==> src/rtl/ps2_pkg.sv <==
// PS/2 shared definitions: frame geometry, error codes, receiver states.
// Used by the receive deframer, the transmit side and the packet decoder.
package ps2_pkg;

  localparam int FRAME_BITS = 11;
  localparam int SHIFT_BITS = FRAME_BITS - 1;

  typedef logic [1:0] err_code_t;

  localparam err_code_t ERR_NONE   = 2'd0;
  localparam err_code_t ERR_START  = 2'd1;
  localparam err_code_t ERR_PARITY = 2'd2;
  localparam err_code_t ERR_STOP   = 2'd3;

  typedef enum logic [1:0] {
    ST_IDLE  = 2'd0,
    ST_SHIFT = 2'd1,
    ST_CHECK = 2'd2
  } rx_state_e;

  typedef struct packed {
    logic       stop;
    logic       parity;
    logic [7:0] data;
  } rx_frame_t;

  function automatic logic odd_parity_ok(
    input logic [7:0] d,
    input logic       p
  );
    return ^{d, p};
  endfunction

endpackage

==> src/rtl/ps2_pin_filter.sv <==
// PS/2 pin conditioning: synchroniser, glitch filter, falling-edge pulse.
// The filtered level moves only after FILTER_LEN equal synchronised samples.
module ps2_pin_filter #(
  parameter int SYNC_STAGES = 2,
  parameter int FILTER_LEN  = 4
) (
  input  logic Clk,
  input  logic nReset,
  input  logic Pin,
  output logic Fall
);

  localparam int CW = (FILTER_LEN > 1) ? $clog2(FILTER_LEN) : 1;

  logic [SYNC_STAGES-1:0] sync_q;
  logic                   sync_s;
  logic [CW-1:0]          cnt_q;
  logic                   level_q;
  logic                   prev_q;

  always_ff @(posedge Clk or negedge nReset) begin
    if (!nReset) begin
      sync_q <= '1;
    end else begin
      sync_q <= {sync_q[SYNC_STAGES-2:0], Pin};
    end
  end

  assign sync_s = sync_q[SYNC_STAGES-1];

  // cnt_q counts consecutive samples that disagree with the level
  always_ff @(posedge Clk or negedge nReset) begin
    if (!nReset) begin
      level_q <= 1'b1;
      prev_q  <= 1'b1;
      cnt_q   <= '0;
    end else begin
      prev_q <= level_q;
      if (sync_s == level_q) begin
        cnt_q <= '0;
      end else if (cnt_q == CW'(FILTER_LEN - 1)) begin
        level_q <= sync_s;
        cnt_q   <= '0;
      end else begin
        cnt_q <= cnt_q + 1'b1;
      end
    end
  end

  assign Fall = prev_q & ~level_q;

endmodule

==> src/rtl/ps2_rx_deframer.sv <==
// PS/2 device-to-host deframer: start, 8 data LSB-first, odd parity, stop.
// Define PS2_RX_TIMEOUT_EN to abort frames whose clock stalls in SHIFT.
module ps2_rx_deframer
  import ps2_pkg::*;
#(
  parameter int SYNC_STAGES    = 2,
  parameter int FILTER_LEN     = 4,
  parameter int TIMEOUT_CYCLES = 5000
) (
  input  logic       Clk,
  input  logic       nReset,
  input  logic       Ps2Clk,
  input  logic       Ps2Data,
  input  logic       RxEnable,
  output logic [7:0] RxData,
  output logic       RxValid,
  output logic       RxError,
  output logic [1:0] ErrCode,
  output logic       Busy
);

  localparam int CNT_W = $clog2(SHIFT_BITS + 1);

  rx_state_e              state_q;
  rx_state_e              state_d;
  logic [CNT_W-1:0]       cnt_q;
  logic [SHIFT_BITS-1:0]  shreg_q;
  rx_frame_t              frame;
  logic [SYNC_STAGES-1:0] dsync_q;
  logic                   data_s;
  logic                   fall;
  logic                   timeout;
  logic                   par_ok;
  logic                   stop_ok;
  logic                   last_bit;
  logic                   rx_load;
  logic                   err_set;
  err_code_t              err_val;

  ps2_pin_filter #(
    .SYNC_STAGES(SYNC_STAGES),
    .FILTER_LEN (FILTER_LEN)
  ) u_clk_filter (
    .Clk   (Clk),
    .nReset(nReset),
    .Pin   (Ps2Clk),
    .Fall  (fall)
  );

  // Data is only sampled on clock falls, so no filter is needed here
  always_ff @(posedge Clk or negedge nReset) begin
    if (!nReset) begin
      dsync_q <= '1;
    end else begin
      dsync_q <= {dsync_q[SYNC_STAGES-2:0], Ps2Data};
    end
  end

  assign data_s   = dsync_q[SYNC_STAGES-1];
  assign frame    = rx_frame_t'(shreg_q);
  assign par_ok   = odd_parity_ok(frame.data, frame.parity);
  assign stop_ok  = frame.stop;
  assign last_bit = (cnt_q == CNT_W'(SHIFT_BITS - 1));

`ifdef PS2_RX_TIMEOUT_EN
  localparam int TO_W = $clog2(TIMEOUT_CYCLES + 1);

  logic [TO_W-1:0] to_q;

  always_ff @(posedge Clk or negedge nReset) begin
    if (!nReset) begin
      to_q <= '0;
    end else if (fall || state_q != ST_SHIFT) begin
      to_q <= '0;
    end else if (to_q != TO_W'(TIMEOUT_CYCLES)) begin
      to_q <= to_q + 1'b1;
    end
  end

  assign timeout = (state_q == ST_SHIFT)
                && (to_q == TO_W'(TIMEOUT_CYCLES));
`else
  assign timeout = 1'b0;
`endif

  always_ff @(posedge Clk or negedge nReset) begin
    if (!nReset) begin
      state_q <= ST_IDLE;
    end else begin
      state_q <= state_d;
    end
  end

  always_comb begin
    state_d = state_q;
    unique case (state_q)
      ST_IDLE: begin
        if (fall && RxEnable && !data_s) begin
          state_d = ST_SHIFT;
        end
      end
      ST_SHIFT: begin
        if (!RxEnable || timeout) begin
          state_d = ST_IDLE;
        end else if (fall && last_bit) begin
          state_d = ST_CHECK;
        end
      end
      ST_CHECK: begin
        state_d = ST_IDLE;
      end
      default: begin
        state_d = ST_IDLE;
      end
    endcase
  end

  // Conditions below are mutually exclusive by state; stop beats parity
  always_comb begin
    rx_load = 1'b0;
    err_set = 1'b0;
    err_val = ERR_NONE;
    Busy    = (state_q != ST_IDLE);
    unique case (1'b1)
      (state_q == ST_IDLE) && fall && RxEnable && data_s: begin
        err_set = 1'b1;
        err_val = ERR_START;
      end
      (state_q == ST_SHIFT) && RxEnable && timeout: begin
        err_set = 1'b1;
        err_val = ERR_STOP;
      end
      (state_q == ST_CHECK) && !stop_ok: begin
        err_set = 1'b1;
        err_val = ERR_STOP;
      end
      (state_q == ST_CHECK) && stop_ok && !par_ok: begin
        err_set = 1'b1;
        err_val = ERR_PARITY;
      end
      (state_q == ST_CHECK) && stop_ok && par_ok: begin
        rx_load = 1'b1;
      end
      default: begin
      end
    endcase
  end

  always_ff @(posedge Clk or negedge nReset) begin
    if (!nReset) begin
      cnt_q   <= '0;
      shreg_q <= '0;
    end else if (state_q != ST_SHIFT) begin
      cnt_q <= '0;
    end else if (fall && RxEnable) begin
      cnt_q   <= cnt_q + 1'b1;
      shreg_q <= {data_s, shreg_q[SHIFT_BITS-1:1]};
    end
  end

  always_ff @(posedge Clk or negedge nReset) begin
    if (!nReset) begin
      RxData  <= '0;
      RxValid <= 1'b0;
      RxError <= 1'b0;
      ErrCode <= ERR_NONE;
    end else begin
      RxValid <= rx_load;
      RxError <= err_set;
      if (rx_load) begin
        RxData  <= frame.data;
        ErrCode <= ERR_NONE;
      end else if (err_set) begin
        ErrCode <= err_val;
      end
    end
  end

endmodule

==> config.mk <==
export PLATFORM = sky130hd
export DESIGN_NAME = ps2_rx_deframer
export DESIGN_NICKNAME = d
export VERILOG_FILES = /design/src/rtl/ps2_pkg.sv /design/src/rtl/ps2_pin_filter.sv /design/src/rtl/ps2_rx_deframer.sv
export SDC_FILE = /design/constraint.sdc
export NUM_CORES = 1
export LEC_CHECK = 0
export ABC_CLOCK_PERIOD_IN_PS = 3620
export CORE_MARGIN = 2
export CORE_UTILIZATION = 45
export CTS_BUF_LIST = sky130_fd_sc_hd__clkbuf_2
export DETAILED_ROUTE_END_ITERATION = 10
export PLACE_DENSITY = 0.67
export RECOVER_POWER = 50
export SYNTH_ARGS = -nofsm -noshare
export SYNTH_HDL_FRONTEND = slang
export SYNTH_SLANG_ARGS = --single-unit
==> constraint.sdc <==
create_clock -name Clk -period 3.62 [get_ports Clk]
set_input_delay 0.543 -clock Clk [delete_from_list [all_inputs] [get_ports Clk]]
set_output_delay 0.543 -clock Clk [all_outputs]
set_load 0.02 [all_outputs]
======== Yosys cells after proc, flatten, opt, wreduce, memory -nomap -nowiden ========
Index checks and enable logic that the tools add are counted.
word-level totals
  register bits after elaboration ......... 36
  latch bits .............................. 0
  RAM bits ................................ 0
  memory bits (read-only) ................. 0
  input bits .............................. 5
  output and inout port bits .............. 13
  word-level logic and storage cells ...... 61
  memories ................................ 0
operators by class
  $add $sub $neg .......................... 2
  $mul .................................... 0
  div/mod/pow operators ................... 0
  order comparisons ....................... 0
  eq/ne operators ......................... 8
  shifts and indexed selects .............. 0
  mux-type cells .......................... 13
  bitwise gates (word level) .............. 4
  reductions and logical operators ........ 22
operator list
  kind                   count
  $mux W2                7
  $logic_and A1 B1 Y1    10
  $reduce_xor A9 Y1      1
  $mux W4                2
  $pmux W2 S3            1
  $reduce_and A2 Y1      3
  $reduce_bool A2 Y1     3
  $add A4 B1 Y4 const B  1
  $eq A2 B2 Y1 const B   2
  $eq A4 B4 Y1 const B   1
  $pmux W2 S2            1
  $logic_not A1 Y1       3
  $ne A3 B3 Y1 const B   1
  $not A1 Y1             3
  $reduce_or A3 Y1       1
  $add A2 B1 Y2 const B  1
  $eq A2 B1 Y1 const B   1
  $logic_not A2 Y1       1
  $mux W1                2
  $ne A2 B1 Y1 const B   1
  $ne A2 B2 Y1 const B   1
  $and A1 B1 Y1          1
  $eq A1 B1 Y1           1

======== Longest topological paths before layout ========
Gate-level depths: netlist (run 1).
  word-level depth ........................ 9
  mapped depth ............................ 6
  gate-level depth less buffers ........... 5

======== Cells and area by module ========
A second synthesis (run 1) with hierarchy kept.
second synthesis, totals
  cells, all modules ...................... 114
  area total of the unflattened synthesis .. 1488.9 um^2
modules (own cells, without submodules)
  module           times used  cells an instance  area an instance (um^2)  sequential area each (um^2)
  ps2_rx_deframer  1           102                1276.2                   753.2
  ps2_pin_filter   1           12                 212.7                    155.1

======== Worst setup path after synthesis (run 1) ========
OpenSTA, ideal clock, no wires.
  kind .................................... register to register
  from .................................... register shreg_q[2] (netlist: frame[2])
  to ...................................... register RxData[0]
  data arrival time ....................... 1.752 ns
  slack ................................... 1.743 ns
  stages on the path, launching flop included .. 7
  path buffers ............................ 1
  clock period less this slack ............ 1.877 ns
  cells stage by stage .................... dfrtp_1 > xnor2_1 > xnor2_1 > xnor3_1 > and2_4 > buf_6 > mux2_4
on the way
  longest elaborated chain between the ends .. 3
RTL lines
  item                    RTL line                text
  from (decl)             ps2_rx_deframer.sv:27   logic [SHIFT_BITS-1:0] shreg_q;
  from (signal assigned)  ps2_rx_deframer.sv:157  shreg_q <= {data_s, shreg_q[SHIFT_BITS-1:1]};
  $reduce_xor A9 Y1       ps2_pkg.sv:31           return ^{d, p};
  $logic_and A1 B1 Y1     ps2_rx_deframer.sv:141  (state_q == ST_CHECK) && stop_ok && par_ok: begin
  $mux W1                 ps2_rx_deframer.sv:124  unique case (1'b1)
  via rx_load             ps2_rx_deframer.sv:36   logic rx_load;
  to (signal assigned)    ps2_rx_deframer.sv:171  RxData <= frame.data;
  to (decl)               ps2_rx_deframer.sv:15   output logic [7:0] RxData,
The timed path passes the listed nets, and every way through them passes these cells.
A chain may end at the register's enable or synchronous reset.

==> impl_metrics.toml, run 1 <==
[logic_synthesis]
synth_ff_type = "dfrtp_1"
synth_top_area_share_pct = 49.9
avgSynthCellArea_um2 = 13.5
syn-cell-area_um2 = 1500
synth_edf_count = 0
synth_seq_cells = 36
ys_types = 28
seq_area_frac_synth_pct = 60.4
synthArstFlopShare_pct = 100
synth_warnings = 0
synth_area_leader_cell = "dfrtp_1"
synth_area_leaders = "dfrtp_1 50%, dfstp_2 10%, mux2_2 7.5%, mux2_4 7.0%, xnor2_1 4.7%"
synth_cells = 111
syn_nets = 119

[timing]
fin_crit_ps = 2200
drv_slew = 37
setup_ws_ps = 1420
tns_ps = 0
setup_viol = 0
finalCritPeriodShare_pct = 60.8
maxSlewHeadroom_pct = -19.9
max_freq_mhz = 454
clock_skew_ps = 12.9
tightest_slew_ps = 1800
rsz0062_at_grt = "false"
hold_viol_final = 0

[setup_path]
worstSetupPathType = "in2async"
crit_family = "buffers and inverters"
r2r_end = "frame[6]$_DFFE_PN0P_"
critPathMaxStageDelay_ps = 1290
critPathMaxFanout = 36
crit_chain = "dlygate4sd3_1, clkbuf_1"
crit-reg2reg-launch = "u_clk_filter.prev_q$_DFF_PN1_"
cp.arrival_ps = 2370
critPathBufInv = 2
path_depth = 2
required_ps = 3790
slowest_stage = "clkbuf_1"
end_kind = "async pin"
start_kind = "primary input"
r2r_slack_ps = 1560
rr_worst_depth = 4

[power_and_ir_drop]
power_frac_clock_pct = 19.3
power_uw = 890
p_per_area_nw_per_um2 = 506
power_switching_uw = 269
leakage_nw = 0.799
p_int_uw = 621
combPwrFrac_pct = 24.0
p_seq_share_pct = 56.8
ir_worst_vdd_v = 0.000272
p_sw_share_pct = 30.2

[grt]
overflow = 0
grt_use_total_pct = 14.3
grt_max_degree = 37
grt_pass1_wl_um = 3870
antenna_found_initial = 0
grt_pass1_vias = 904

[clock_tree]
cts_made_buffers = 5
htree_num_levels = 2
ctsHoldBuffers = 0
insertion_delay_ps = 370
cts-root-buf = "clkbuf_2"
cts_tree = "yes"
clock-sinks = 36
clkTransAtPathRegs_ps = 160
cts_resized = 0
cts_buffer_depth = 2
cts_setup_buffers = 0

[outcome]
status = "finished with violations"
violations = "max-capacitance violations, max-slew violations"

[die]
initial_core_util_pct = 48.1
io_pins = 18
coreArea_um2 = 3130
die-area_um2 = 3820
rows = 20
die_w_um = 61.8
die_y_um = 61.8

[placement]
routabilityCongestion = 0.723
dp_worst_setup_slack_ps = 1250
port_buffers = 17
dp_hpwl_um = 1530

[worst_hold_path]
hold_path_class = "reg2reg"
hold_end = "dsync_q[1]$_DFF_PN1_"
hold_depth = 0
min_from = "dsync_q[0]$_DFF_PN1_"

[drt]
num_vias = 858
ant_nets = 0
first_iter_violations = 18
vias_per_cell = 4.79
wl_per_cell_um = 11.9
dr.pass1.iters = 4
wl_um = 2130
drc = 0

[cells_and_area]
area_growth_syn_to_layout_pct = 17.0
fillers = 283
n_antenna_cell = 0
fin_nets = 142
drive_gt1_share_pct = 23.0

[flow_run]
drv_cap = 1
==> area by class of cell <==
cell class | count | area, µm² | share of cell area [%]
clock buffers | 6 | 30.0 | 1.71
clock inverters | 2 | 11.3 | 0.640
inverters | 6 | 22.5 | 1.28
multi-input cells | 67 | 558 | 31.7
flip-flops and latches | 36 | 908 | 51.6
well taps | 44 | 55.1 | 3.13
repair buffers | 18 | 174 | 9.89
==> per-stage QoR <==
step / util, % / std cells / hold WS, ps / area (µm²)
floorplan: - / 111 / 247 / 1500
global placement: 55.0 / 171 / 347 / 1720
detailed placement: 55.0 / 171 / 351 / 1720
CTS: 56.4 / 179 / 373 / 1760
global route: 56.2 / 179 / 378 / 1760
finish: 56.2 / 179 / 371 / 1760
==> worst register-to-register path: cells and delay by family, from the launching register on <==
kind | cells | cell delay, ps
flip-flops | 1 | 540
multiplexers | 1 | 410
AND/OR/NAND/NOR | 3 | 1010
==> sequential cells by signal, indices dropped and copies added, names as in the netlist <==
signal	cells
RxError	1
u_clk_filter.cnt_q	2
dsync_q	2
frame	10
ErrCode	2
state_q	2
u_clk_filter.sync_q	2
u_clk_filter.prev_q	1
RxValid	1
RxData	8
cnt_q	4
u_clk_filter.level_q	1
==> synthesized netlist by cell type (2+ instances only) <==
| cell type | instances |
|---|---|
| and2_1 | 2 |
| o21ai_0 | 4 |
| nor2_1 | 7 |
| dfstp_2 | 6 |
| dfrtp_1 | 30 |
| a21oi_1 | 4 |
| inv_1 | 6 |
| mux2_2 | 10 |
| ha_1 | 3 |
| xnor2_1 | 8 |
| mux2_4 | 7 |
| xor2_1 | 3 |
| nand2_1 | 6 |
==> placed cells by master (no fill, tap or decap), types with 3 or more instances in the layout <==
| master | count |
|---|---|
| dfrtp_1 | 30 |
| clkdlybuf4s50_1 | 14 |
| mux2_2 | 10 |
| xnor2_1 | 8 |
| nor2_1 | 7 |
| mux2_4 | 7 |
| inv_1 | 6 |
| nand2_1 | 6 |
| clkbuf_2 | 6 |
| dfstp_2 | 5 |
| o21ai_0 | 4 |
| a21oi_1 | 4 |
| xor2_1 | 3 |
| ha_1 | 3 |
| dlygate4sd3_1 | 3 |
==> layer usage <==
metal,GRT usage (%),vias up,routed length [µm]
met1,18.4,416,1040
li1,-,419,-
met3,4.97,3,84
met2,21.1,20,980
met5,0,-,0
met4,8.21,0,33
==> how the worst max path moves through the flow <==
stage / startpoint / slack [ps] / to
2_1_floorplan: frame[2]$_DFFE_PN0P_ / 1740 / RxData[0]$_DFFE_PN0P_
3_3_place_gp: RxEnable / 1320 / frame[2]$_DFFE_PN0P_
3_5_place_dp: RxEnable / 1250 / frame[4]$_DFFE_PN0P_
4_1_cts: state_q[1]$_DFFE_PN0P_ / 1400 / Busy
5_1_grt: nReset / 970 / frame[6]$_DFFE_PN0P_
6_report: nReset / 1420 / frame[6]$_DFFE_PN0P_
==> cell families (layout without fill, tap and decap cells) <==
kind of cell / after synthesis / count (layout) / synth area share [%]
AOI/OAI and AO/OA: 10 / 10 / 3.74
adders and majority gates: 3 / 3 / 2.50
DFF: 36 / 36 / 60.4
and+or+nand+nor: 25 / 25 / 8.49
buffers and inverters: 8 / 32 / 2.50
muxes: 17 / 17 / 14.5
xor gates and xnor gates: 12 / 12 / 7.90
==> power by group through the flow <==
| stage | registers (mW) | clock network [mW] | logic (mW) |
|---|---|---|---|
| after floorplan | 0.504 | 0 | 0.168 |
| after detailed placement | 0.515 | 0 | 0.216 |
| after CTS | 0.507 | 0.183 | 0.219 |
| after global placement | 0.513 | 0 | 0.209 |
| final | 0.505 | 0.172 | 0.213 |
| after global routing | 0.514 | 0.202 | 0.238 |
(Power assumes the default switching activity.)
==> run 2: changes to the inputs <==
Settings changed: ABC_CLOCK_PERIOD_IN_PS 3620 to 1930, PLACE_DENSITY 0.67 to 0.69.
Clock period 3.62 ns to 1.93 ns, I/O delays scaled along.
==> run 2 against run 1 <==
The flow now finishes without violations. Setup slack got worse by 1400 ps. Flip-flop and latch count unchanged. Cell count grew 3.9%. Clock skew is 7.0 ps lower. Utilization is 3.8 points higher. Sequential share of layout area fell by 3.2 points. Register-to-register slack lost 1500 ps. Combinational power grew to 2.7 times the previous value. Worst hold slack got worse by 3.3 ps. Final area rose by 6.8%. Critical path depth is 3 higher.
==> impl_metrics.toml, run 2 (same netlist as run 1, synthesis figures left out) <==
[outcome]
status = "completed"

[cells_and_area]
fin_nets = 149
mostFrequentLayoutCells = "29 x dfrtp_1, 13 x clkdlybuf4s50_1, 10 x mux2_2"
fin_area_um2 = 1880
final_core_utilization_pct = 60.1
drive_gt1_share_pct = 31.7
final_common_cell = "dfrtp_1"
n_antenna_cell = 0
fillers = 258
multi_input_area_um2 = 603
area_growth_syn_to_layout_pct = 25.0
largest_reg_flops = 10
seqCellArea_um2 = 910

[die]
die-area_um2 = 3820
initial_core_util_pct = 48.1
die_y_um = 61.8
rows = 20
die_w_um = 61.8
io_pins = 18
coreArea_um2 = 3130

[timing]
finalCritPeriodShare_pct = 97.0
tightest_slew_ps = 849
hold_viol_final = 0
fin_crit_ps = 1870
tns_ps = 0
setup_viol = 0
maxSlewHeadroom_pct = 43.4
hold_ws_ps = 368
clock_skew_ps = 5.82
drv_slew = 0
max_freq_mhz = 534

[power_and_ir_drop]
ir_worst_vdd_v = 0.000533
p_int_mw = 1.40
leakage_nw = 0.866
p_seq_share_pct = 48.3
power_mw = 1.97
combPwrFrac_pct = 28.7
power_frac_clock_pct = 23.0
p_sw_share_pct = 28.9
p_per_area_nw_per_um2 = 1050
power_switching_uw = 570

[worst_hold_path]
hold_path_class = "reg2reg"
hold_depth = 0
hold_end = "u_clk_filter.sync_q[1]$_DFF_PN1_"
min_from = "u_clk_filter.sync_q[0]$_DFF_PN1_"

[clock_tree]
cts-root-buf = "clkbuf_2"
cts_made_buffers = 5
clkTransAtPathRegs_ps = 170
htree_num_levels = 2
cts_tree = "yes"
insertion_delay_ps = 370
cts_buffer_depth = 2
clock-sinks = 36

[setup_path]
crit_top_cell = "xnor2_2"
end_kind = "flip-flop"
critPathMaxFanout = 8
required_ps = 2210
slowest_stage = "dfrtp_1"
crit_family = "XOR/XNOR gates"
r2r_slack_ps = 60
rr_worst_depth = 5
crit-reg2reg-launch = "frame[8]$_DFFE_PN0P_"
critPathBufInv = 0
critPathMaxStageDelay_ps = 460
worstSetupPathType = "reg2reg"
cp.arrival_ps = 2150
start_kind = "flip-flop"
path_depth = 5
crit_chain = "xnor2_2, xnor2_2, xnor3_1, and2_4, mux2_4"
r2r_end = "RxData[3]$_DFFE_PN0P_"

[grt]
grt_use_total_pct = 15.7
overflow = 0
grt_max_degree = 37
grt_pass1_vias = 922
grt_pass1_wl_um = 4150
antenna_found_initial = 0

[flow_run]
drv_cap = 0

[drt]
dr.pass1.iters = 3
wl_per_cell_um = 12.8
wl_um = 2380
ant_nets = 0
first_iter_violations = 27
drc = 0
vias_per_cell = 4.75
num_vias = 883

[placement]
routabilityCongestion = 0.750
dp_hpwl_um = 1600
placed_area_um2 = 1740
port_buffers = 17
-- run 2: changes by cell type in the layout (fill, tap and decap cells not counted), sizes merged --
cell / previous run / this run
buf: 0 / 7
bufinv: 0 / 1
clkbuf: 7 / 6
clkdlybuf4s50: 14 / 13
clkinv: 1 / 2
clkinvlp: 1 / 0
dlygate4sd2: 0 / 1
-- run 2: final cells by class --
class,instances,share of cell area (%)
well taps,44,2.93
clock inverters,3,2.00
inverters,6,1.20
multi-input cells,67,32.1
flip-flops and latches,36,48.4
repair buffers,25,12.1
clock buffers,5,1.33
-- run 2: per-layer routing --
metal	up-vias	part of all wire (%)	global-route usage, %
li1	431	-	-
met3	5	3.7	4.35
met5	-	0	0
met4	0	1.7	9.12
met2	18	47	23.2
met1	429	47	20.7
-- run 2: worst max path at each step --
| stage | slack [ps] | startpoint | end |
|---|---|---|---|
| 2_1_floorplan | 50 | frame[2]$_DFFE_PN0P_ | RxData[0]$_DFFE_PN0P_ |
| 3_3_place_gp | 110 | frame[2]$_DFFE_PN0P_ | RxData[3]$_DFFE_PN0P_ |
| 3_5_place_dp | 40 | frame[2]$_DFFE_PN0P_ | RxData[3]$_DFFE_PN0P_ |
| 4_1_cts | 10 | frame[3]$_DFFE_PN0P_ | RxData[3]$_DFFE_PN0P_ |
| 5_1_grt | -10 | frame[8]$_DFFE_PN0P_ | RxData[3]$_DFFE_PN0P_ |
| 6_report | 60 | frame[8]$_DFFE_PN0P_ | RxData[3]$_DFFE_PN0P_ |
-- run 2: power groups by stage --
stage	sequential, mW	clock (mW)	combinational, mW
after CTS	0.956	0.469	0.568
final	0.953	0.454	0.566
after detailed placement	0.964	0	0.423
after global routing	0.970	0.500	0.628
after global placement	0.957	0	0.404
after floorplan	0.946	0	0.315
-- run 2: metrics by stage --
stage | setup WS (ps) | instances
2_1_floorplan | 52.8 | 111
3_3_place_gp | 109 | 173
3_5_place_dp | 37.3 | 173
4_1_cts | 11.9 | 184
5_1_grt | -9.69 | 186
6_report | 58.4 | 186
-- run 2: timing repair --
| action | 4_1_cts | 5_1_grt |
|---|---|---|
| pin swaps | 3 | 1 |
| setup buffers | 3 | 2 |
| endpoints found under the setup margin | 8 | 7 |
| cloned | 0 | 0 |
| hold buffers | 0 | 0 |
| resized for setup | 4 | 4 |
